--- config.mk ---
export PLATFORM = sky130hd
export DESIGN_NAME = uart_mmio
export DESIGN_NICKNAME = d
export VERILOG_FILES = /design/src/rtl/uart_mmio_pkg.sv /design/src/rtl/uart_mmio_fifo.sv /design/src/rtl/uart_mmio.sv
export SDC_FILE = /design/constraint.sdc
export NUM_CORES = 1
export LEC_CHECK = 0
export ABC_AREA = 0
export CORE_MARGIN = 2
export CORE_UTILIZATION = 41
export CTS_CLUSTER_DIAMETER = 60
export CTS_CLUSTER_SIZE = 28
export DETAILED_ROUTE_END_ITERATION = 8
export GPL_ROUTABILITY_DRIVEN = 0
export GPL_TIMING_DRIVEN = 0
export PLACE_DENSITY = 0.6
export SYNTH_ARGS = -nofsm -noshare
export SYNTH_HDL_FRONTEND = slang
export SYNTH_SLANG_ARGS = --single-unit
--- constraint.sdc ---
create_clock -name clk -period 4.3 [get_ports clk]
set_input_delay 0.86 -clock clk [delete_from_list [all_inputs] [get_ports clk]]
set_output_delay 0.86 -clock clk [all_outputs]
set_load 0.01 [all_outputs]
--- src/rtl/uart_mmio_pkg.sv ---
// uart_mmio_pkg
// Shared constants for the memory-mapped UART: register byte offsets,
// STATUS / CTRL bit positions and the TX engine state encoding.
package uart_mmio_pkg;

  // Register byte offsets
  localparam int unsigned OFF_DATA   = 'h0;
  localparam int unsigned OFF_STATUS = 'h4;
  localparam int unsigned OFF_COUNT  = 'h8;
  localparam int unsigned OFF_CTRL   = 'hC;

  // STATUS bit positions
  localparam int ST_RX_EMPTY = 0;
  localparam int ST_RX_FULL  = 1;
  localparam int ST_TX_EMPTY = 2;
  localparam int ST_TX_FULL  = 3;
  localparam int ST_RX_OVF   = 4;
  localparam int ST_TX_OVF   = 5;

  // CTRL bit positions
  localparam int CTRL_IRQ_EN  = 0;
  localparam int CTRL_CLR_OVF = 1;
  localparam int CTRL_FLUSH   = 2;

  // TX engine states
  typedef enum logic {
    TX_IDLE = 1'b0,
    TX_WAIT = 1'b1
  } tx_state_e;

endpackage

--- src/rtl/uart_mmio_fifo.sv ---
// sync_fifo
// Single-clock FIFO with a combinational head output.
// Ports:
//   clk, rst_n      clock, synchronous active-low reset
//   push, din       write strobe and data (ignored when full unless popping)
//   pop             read strobe (ignored when empty)
//   flush           empties the FIFO; wins over push and pop
//   dout            current head entry
//   full, empty     occupancy flags
//   count           occupancy, DEPTH_LOG2+1 bits
module sync_fifo #(
  parameter int WIDTH      = 8,
  parameter int DEPTH_LOG2 = 4
) (
  input  logic                  clk,
  input  logic                  rst_n,
  input  logic                  push,
  input  logic                  pop,
  input  logic                  flush,
  input  logic [WIDTH-1:0]      din,
  output logic [WIDTH-1:0]      dout,
  output logic                  full,
  output logic                  empty,
  output logic [DEPTH_LOG2:0]   count
);
  localparam int DEPTH = 1 << DEPTH_LOG2;

  logic [WIDTH-1:0]      mem [DEPTH];
  logic [DEPTH_LOG2-1:0] wr_ptr;
  logic [DEPTH_LOG2-1:0] rd_ptr;
  logic                  do_push;
  logic                  do_pop;

  assign empty   = (count == '0);
  assign full    = (count == (DEPTH_LOG2 + 1)'(DEPTH));
  assign do_pop  = pop & ~empty;
  // A full FIFO still accepts a push when the head leaves in the same cycle.
  assign do_push = push & (~full | do_pop);
  assign dout    = mem[rd_ptr];

  always_ff @(posedge clk) begin
    if (!rst_n || flush) begin
      wr_ptr <= '0;
      rd_ptr <= '0;
      count  <= '0;
    end else begin
      if (do_push) wr_ptr <= wr_ptr + 1'b1;
      if (do_pop)  rd_ptr <= rd_ptr + 1'b1;
      case ({do_push, do_pop})
        2'b10:   count <= count + 1'b1;
        2'b01:   count <= count - 1'b1;
        default: count <= count;
      endcase
    end
  end

  // Storage carries no reset; only the pointers define validity.
  always_ff @(posedge clk) begin
    if (do_push && !flush) mem[wr_ptr] <= din;
  end

endmodule

--- src/rtl/uart_mmio.sv ---
// uart_mmio
// Memory-mapped UART front end: bus register decode, RX/TX FIFOs, sticky
// overflow flags, flush control, receive interrupt and TX frame pacing.
// Ports:
//   clk, rst_n                          clock, synchronous active-low reset
//   bus_en/we/addr/wdata                register access, sampled each edge
//   bus_rdata, bus_rvalid               read return, valid after the next edge
//   uart_rx_data, uart_rx_last          byte strobe from the receiver PHY
//   uart_tx_data, uart_tx_start         byte and start pulse to the transmitter PHY
//   irq                                 level, irq_en & RX FIFO non-empty
module uart_mmio
  import uart_mmio_pkg::*;
#(
  parameter int DATA_WIDTH      = 32,
  parameter int REG_ADDR_WIDTH  = 4,
  parameter int FIFO_DEPTH_LOG2 = 4,
  parameter int CLKS_PER_FRAME  = 8680
) (
  input  logic                      clk,
  input  logic                      rst_n,
  input  logic                      bus_en,
  input  logic                      bus_we,
  input  logic [REG_ADDR_WIDTH-1:0] bus_addr,
  input  logic [DATA_WIDTH-1:0]     bus_wdata,
  output logic [DATA_WIDTH-1:0]     bus_rdata,
  output logic                      bus_rvalid,
  input  logic [7:0]                uart_rx_data,
  input  logic                      uart_rx_last,
  output logic [7:0]                uart_tx_data,
  output logic                      uart_tx_start,
  output logic                      irq
);
  localparam int CNT_W = $clog2(CLKS_PER_FRAME);
  localparam int FL    = FIFO_DEPTH_LOG2;

  logic rd_acc, wr_acc;
  logic hit_data, hit_status, hit_count, hit_ctrl;
  logic flush, clr_ovf;
  logic rx_pop, rx_full, rx_empty, rx_ovf, rx_ovf_set;
  logic tx_push, tx_pop, tx_full, tx_empty, tx_ovf, tx_ovf_set;
  logic irq_en;
  logic [7:0] rx_dout, tx_dout;
  logic [FL:0] rx_count, tx_count;
  logic [DATA_WIDTH-1:0] rd_word;
  logic [DATA_WIDTH-1:0] rd_data_p1;
  logic                  rd_vld_p1;
  logic                  wdata_unused;

  tx_state_e         state_q, state_d;
  logic [CNT_W-1:0]  cnt_q, cnt_d;
  logic              start_d;

  assign rd_acc     = bus_en & ~bus_we;
  assign wr_acc     = bus_en & bus_we;
  assign hit_data   = (bus_addr == REG_ADDR_WIDTH'(OFF_DATA));
  assign hit_status = (bus_addr == REG_ADDR_WIDTH'(OFF_STATUS));
  assign hit_count  = (bus_addr == REG_ADDR_WIDTH'(OFF_COUNT));
  assign hit_ctrl   = (bus_addr == REG_ADDR_WIDTH'(OFF_CTRL));

  assign flush   = wr_acc & hit_ctrl & bus_wdata[CTRL_FLUSH];
  assign clr_ovf = wr_acc & hit_ctrl & bus_wdata[CTRL_CLR_OVF];
  assign wdata_unused = ^bus_wdata[DATA_WIDTH-1:8];

  assign rx_pop     = rd_acc & hit_data & ~rx_empty;
  assign tx_push    = wr_acc & hit_data;
  // A byte is lost only when full and nothing leaves in the same cycle.
  assign rx_ovf_set = uart_rx_last & rx_full & ~rx_pop;
  assign tx_ovf_set = tx_push & tx_full & ~tx_pop;

  sync_fifo #(.WIDTH(8), .DEPTH_LOG2(FL)) u_rx_fifo (
    .clk(clk), .rst_n(rst_n), .push(uart_rx_last), .pop(rx_pop), .flush(flush),
    .din(uart_rx_data), .dout(rx_dout), .full(rx_full), .empty(rx_empty),
    .count(rx_count)
  );

  sync_fifo #(.WIDTH(8), .DEPTH_LOG2(FL)) u_tx_fifo (
    .clk(clk), .rst_n(rst_n), .push(tx_push), .pop(tx_pop), .flush(flush),
    .din(bus_wdata[7:0]), .dout(tx_dout), .full(tx_full), .empty(tx_empty),
    .count(tx_count)
  );

  always_comb begin
    rd_word = '0;
    if (hit_data) begin
      rd_word[7:0] = rx_empty ? 8'h00 : rx_dout;
    end else if (hit_status) begin
      rd_word[ST_RX_EMPTY] = rx_empty;
      rd_word[ST_RX_FULL]  = rx_full;
      rd_word[ST_TX_EMPTY] = tx_empty;
      rd_word[ST_TX_FULL]  = tx_full;
      rd_word[ST_RX_OVF]   = rx_ovf;
      rd_word[ST_TX_OVF]   = tx_ovf;
    end else if (hit_count) begin
      rd_word[7:0]  = 8'(rx_count);
      rd_word[15:8] = 8'(tx_count);
    end else if (hit_ctrl) begin
      rd_word[CTRL_IRQ_EN] = irq_en;
    end
  end

  // Stage p0 -> p1: capture the addressed word at the access edge.
  always_ff @(posedge clk) begin
    if (!rst_n) begin
      rd_vld_p1  <= 1'b0;
      rd_data_p1 <= '0;
    end else begin
      rd_vld_p1  <= rd_acc;
      rd_data_p1 <= rd_word;
    end
  end

  // Stage p1 -> bus: present read data one edge later.
  always_ff @(posedge clk) begin
    if (!rst_n) begin
      bus_rvalid <= 1'b0;
      bus_rdata  <= '0;
    end else begin
      bus_rvalid <= rd_vld_p1;
      bus_rdata  <= rd_data_p1;
    end
  end

  // Control registers: sticky flags (a new event beats a clear), irq.
  always_ff @(posedge clk) begin
    if (!rst_n) begin
      irq_en <= 1'b0;
      rx_ovf <= 1'b0;
      tx_ovf <= 1'b0;
      irq    <= 1'b0;
    end else begin
      if (wr_acc && hit_ctrl) irq_en <= bus_wdata[CTRL_IRQ_EN];
      rx_ovf <= (rx_ovf & ~clr_ovf) | rx_ovf_set;
      tx_ovf <= (tx_ovf & ~clr_ovf) | tx_ovf_set;
      irq    <= irq_en & ~rx_empty;
    end
  end

  // TX engine. A flush in IDLE suppresses the pop so the flushed head is not
  // sent; a frame already in WAIT always runs to completion.
  always_comb begin
    state_d = state_q;
    cnt_d   = cnt_q;
    tx_pop  = 1'b0;
    start_d = 1'b0;
    case (state_q)
      TX_IDLE: begin
        if (!tx_empty && !flush) begin
          tx_pop  = 1'b1;
          start_d = 1'b1;
          cnt_d   = CNT_W'(CLKS_PER_FRAME - 1);
          state_d = TX_WAIT;
        end
      end
      TX_WAIT: begin
        if (cnt_q == '0) state_d = TX_IDLE;
        else             cnt_d   = cnt_q - 1'b1;
      end
    endcase
  end

  always_ff @(posedge clk) begin
    if (!rst_n) begin
      state_q       <= TX_IDLE;
      cnt_q         <= '0;
      uart_tx_start <= 1'b0;
      uart_tx_data  <= 8'h00;
    end else begin
      state_q       <= state_d;
      cnt_q         <= cnt_d;
      uart_tx_start <= start_d;
      if (tx_pop) uart_tx_data <= tx_dout;
    end
  end

endmodule

==> impl_metrics.ini <==
[job]
drv_cap = 0

[synth]
synth_ff_type = edfxtp_1
netlist_instances = 867
async_flop_share_pct = 0
avgSynthCellArea_um2 = 15.8
yosysUniqueCellTypes = 60
yosysWarnings = 0
ys_ff_latch = 342
synth_edf_count = 256
syn_area_um2 = 13700
synth-seq-area-share_pct = 68.9

[critical_path]
worst-r2r-setup-slack_ns = 0.70
reg2reg_to = u_tx_fifo.count[4]$_SDFFE_PP0P_
cp-start-kind = input port
crit_path_top_delay_cell = clkdlybuf4s50_1
timing.rr.start = u_tx_fifo.count[1]$_SDFFE_PP0P_
worstPathCellList = clkdlybuf4s50_1 > nor4bb_4 > nand3_2 > nand2_2 > inv_1 > buf_2 > ha_1 > xor2_1 > ha_1 > a211o_1 > a21oi_1 > a221oi_1 > or3_1 > a21oi_1
reg2reg_depth = 14
arrival_ns = 4.49
required_ns = 4.78
crit_path_max_incr_delay_ns = 0.52
cp_max_fo = 11
crit_type = in2reg
cp-end-kind = flip-flop

[sta]
finClkSkew_ns = 0.0168
min_period_over_period_pct = 93.2
tightest_slew_ns = 1.26
rsz0062_at_grt = false
slew_viol_final = 0
setup_viol = 0
slew_headroom_pct = 15.2
hold_viol = 0
fin_crit_ns = 4.01
clock.fmax_mhz = 250

[cells_and_area]
layout-drive-gt1-share_pct = 17.5
layout_commonest_cell = edfxtp_1
antennaDiodeCount = 0
layout_common_cells = edfxtp_1, dfxtp_1, nor2_1
fin_area_um2 = 15800
num-nets-final = 1034
post-route-util_pct = 48.2
areaGrowthSynthToFinish_pct = 15.4

[power]
leakage_nw = 5.18
pwr-share-comb_pct = 19.3
p_int_mw = 5.65
p_sw_mw = 2.29
vdd_ir_drop_max_mv = 0.331
p_per_area_nw_per_um2 = 503
switching_share_pct = 28.8
power_frac_seq_pct = 47.8
p_clk_share_pct = 32.9

[cts]
clk_latency_ns = 0.55
cts_made_buffers = 27
cts_setup_buffers = 0
ctsHoldBuffers = 0
cts_max_path_buffers = 3
cts-htree-levels = 1
cts_sinks = 342
root_buffer = clkbuf_16
clk_pin_slew_ns = 0.08
cts_tree = yes

[route]
ant_nets = 0
drt_iter0_markers = 521
drc_errors = 0
vias = 7359
wirelength_mm = 28.2
vias_per_cell = 5.16
first_pass_iters = 4
wl_per_cell_um = 19.8

[floorplanning]
core_area_um2 = 32700
rows = 66
ios = 92
fp.dieArea_um2 = 34800
fp.dieH_um = 187
die_w_um = 187
start_util_pct = 41.8

[placement]
dp_hpwl_mm = 19.0
placed_area_um2 = 14800
port_buffers = 47

[global_route]
grt_first_pass_wirelength_mm = 43.8
track_usage_pct = 16.3
gr-total-overflow = 0
antenna_found_initial = 0
grt_pass1_vias = 7419
grt_start_max_net_pins = 24

[hold_path]
whs_path_depth = 1
hp-start = rd_data_p1[9]$_SDFF_PP0_
holdPathEnd = bus_rdata[9]$_SDFF_PN0_
min_path_type = reg2reg

[outcome]
status = finished, final reports clean
==> cells in the mapped netlist (8+ instances only) <==
cell type / instances / area (µm²)
a211oi_1: 9 / 67.6
nor2b_1: 11 / 68.8
xnor2_1: 11 / 96.3
xor2_1: 12 / 105
nand3_1: 10 / 50.1
mux2i_1: 8 / 80.1
a22oi_1: 24 / 180
nor4_1: 9 / 56.3
buf_2: 12 / 60.1
clkbuf_1: 21 / 78.8
a21oi_1: 29 / 145
and3_1: 8 / 50.1
nor2_1: 71 / 267
and2_1: 25 / 156
buf_4: 21 / 158
ha_1: 19 / 238
nor3_1: 13 / 65.1
mux4_2: 64 / 1440
dfxtp_1: 86 / 1720
edfxtp_1: 256 / 7690
nand2_1: 55 / 206
inv_1: 20 / 75.1
==> area by class of cell <==
class | instances | area, µm²
buffer | 61 | 324
clock buffer | 29 | 683
clock inverter | 20 | 253
fill | 2849 | 16900
inverter | 20 | 75.1
multi-input combinational | 462 | 3970
sequential | 342 | 9410
tap | 442 | 553
timing repair buffer | 51 | 499
==> cell families (layout without fill, tap and decap cells) <==
group	Yosys count	in the layout	synth area share, %
buffers and inverters	81	181	2.92
XOR/XNOR	23	23	1.48
AO/OA/AOI/OAI	96	96	5.03
flip-flops	342	342	68.9
adder cells (fa/ha/maj)	20	20	1.89
other	1	19	0.0275
multiplexers	75	75	11.4
AND/OR/NAND/NOR	229	229	8.37
==> worst max-delay path, delay by kind of cell <==
family                     cells  cell delay, ns
and+or+nand+nor                4            1.32
buffers and inverters          3            0.90
adders and majority gates      2            0.56
xor gates and xnor gates       1            0.18
AOI/OAI and AO/OA              4            0.66
==> power groups by stage <==
| stage | logic, mW | clock network (mW) | registers, mW |
|---|---|---|---|
| global placement | 1.51 | 0 | 3.86 |
| global route | 1.70 | 2.79 | 3.81 |
| CTS | 1.54 | 2.67 | 3.79 |
| detailed placement | 1.54 | 0 | 3.87 |
| floorplan | 1.10 | 0 | 3.85 |
| finish | 1.53 | 2.61 | 3.79 |
==> what timing repair did <==
item | CTS | global route
gates resized for setup | 2 | 3
pin swaps | 0 | 0
endpoints found under the setup margin | 1 | 1
==> stage by stage <==
step	std cells	hold slack (ns)	TNS (ns)	total power, mW	setup WS (ns)
floorplan	885	0.412	0	4.95	0.738
global placement	1374	0.418	-9.17	5.37	-0.655
detailed placement	1378	0.417	-1.29	5.40	-0.712
CTS	1427	0.437	0	8.00	0.0263
global route	1427	0.447	0	8.31	0.0692
finish	1427	0.435	0	7.93	0.292
==> layer usage <==
metal  track usage, %  part of all wire, %  vias up
met5                0                    0        -
met4             3.45                  2.0        0
met3             2.56                  4.3       38
met2             27.2                   49      154
met1             22.8                   45     3701
li1                 -                    -     3466
==> sequential cells by signal, summed over array words and instances, names as in the netlist, named ones only <==
signal,cells
u_tx_fifo.count,5
rd_data_p1,13
rx_ovf,1
irq_en,1
u_rx_fifo.rd_ptr,4
rd_vld_p1,1
u_rx_fifo.mem,128
uart_tx_data,8
uart_tx_start,1
u_tx_fifo.wr_ptr,4
state_q,1
u_rx_fifo.count,5
cnt_q,14
u_tx_fifo.mem,128
irq,1
bus_rvalid,1
u_tx_fifo.rd_ptr,4
u_rx_fifo.wr_ptr,4
bus_rdata,13
tx_ovf,1
==> worst max path at each step <==
| stage | start | endpoint | slack [ns] | depth (start not counted) |
|---|---|---|---|---|
| detailed placement | bus_we | u_tx_fifo.count[4]$_SDFFE_PP0P_ | -0.71 | 14 |
| global route | bus_we | u_tx_fifo.count[4]$_SDFFE_PP0P_ | 0.07 | 14 |
| floorplan | bus_addr[2] | u_rx_fifo.count[4]$_SDFFE_PP0P_ | 0.74 | 14 |
| global placement | bus_we | u_tx_fifo.count[4]$_SDFFE_PP0P_ | -0.66 | 14 |
| CTS | bus_we | u_tx_fifo.count[4]$_SDFFE_PP0P_ | 0.03 | 14 |
| finish | bus_we | u_tx_fifo.count[4]$_SDFFE_PP0P_ | 0.29 | 14 |
Power figures use the tool's default switching activity.
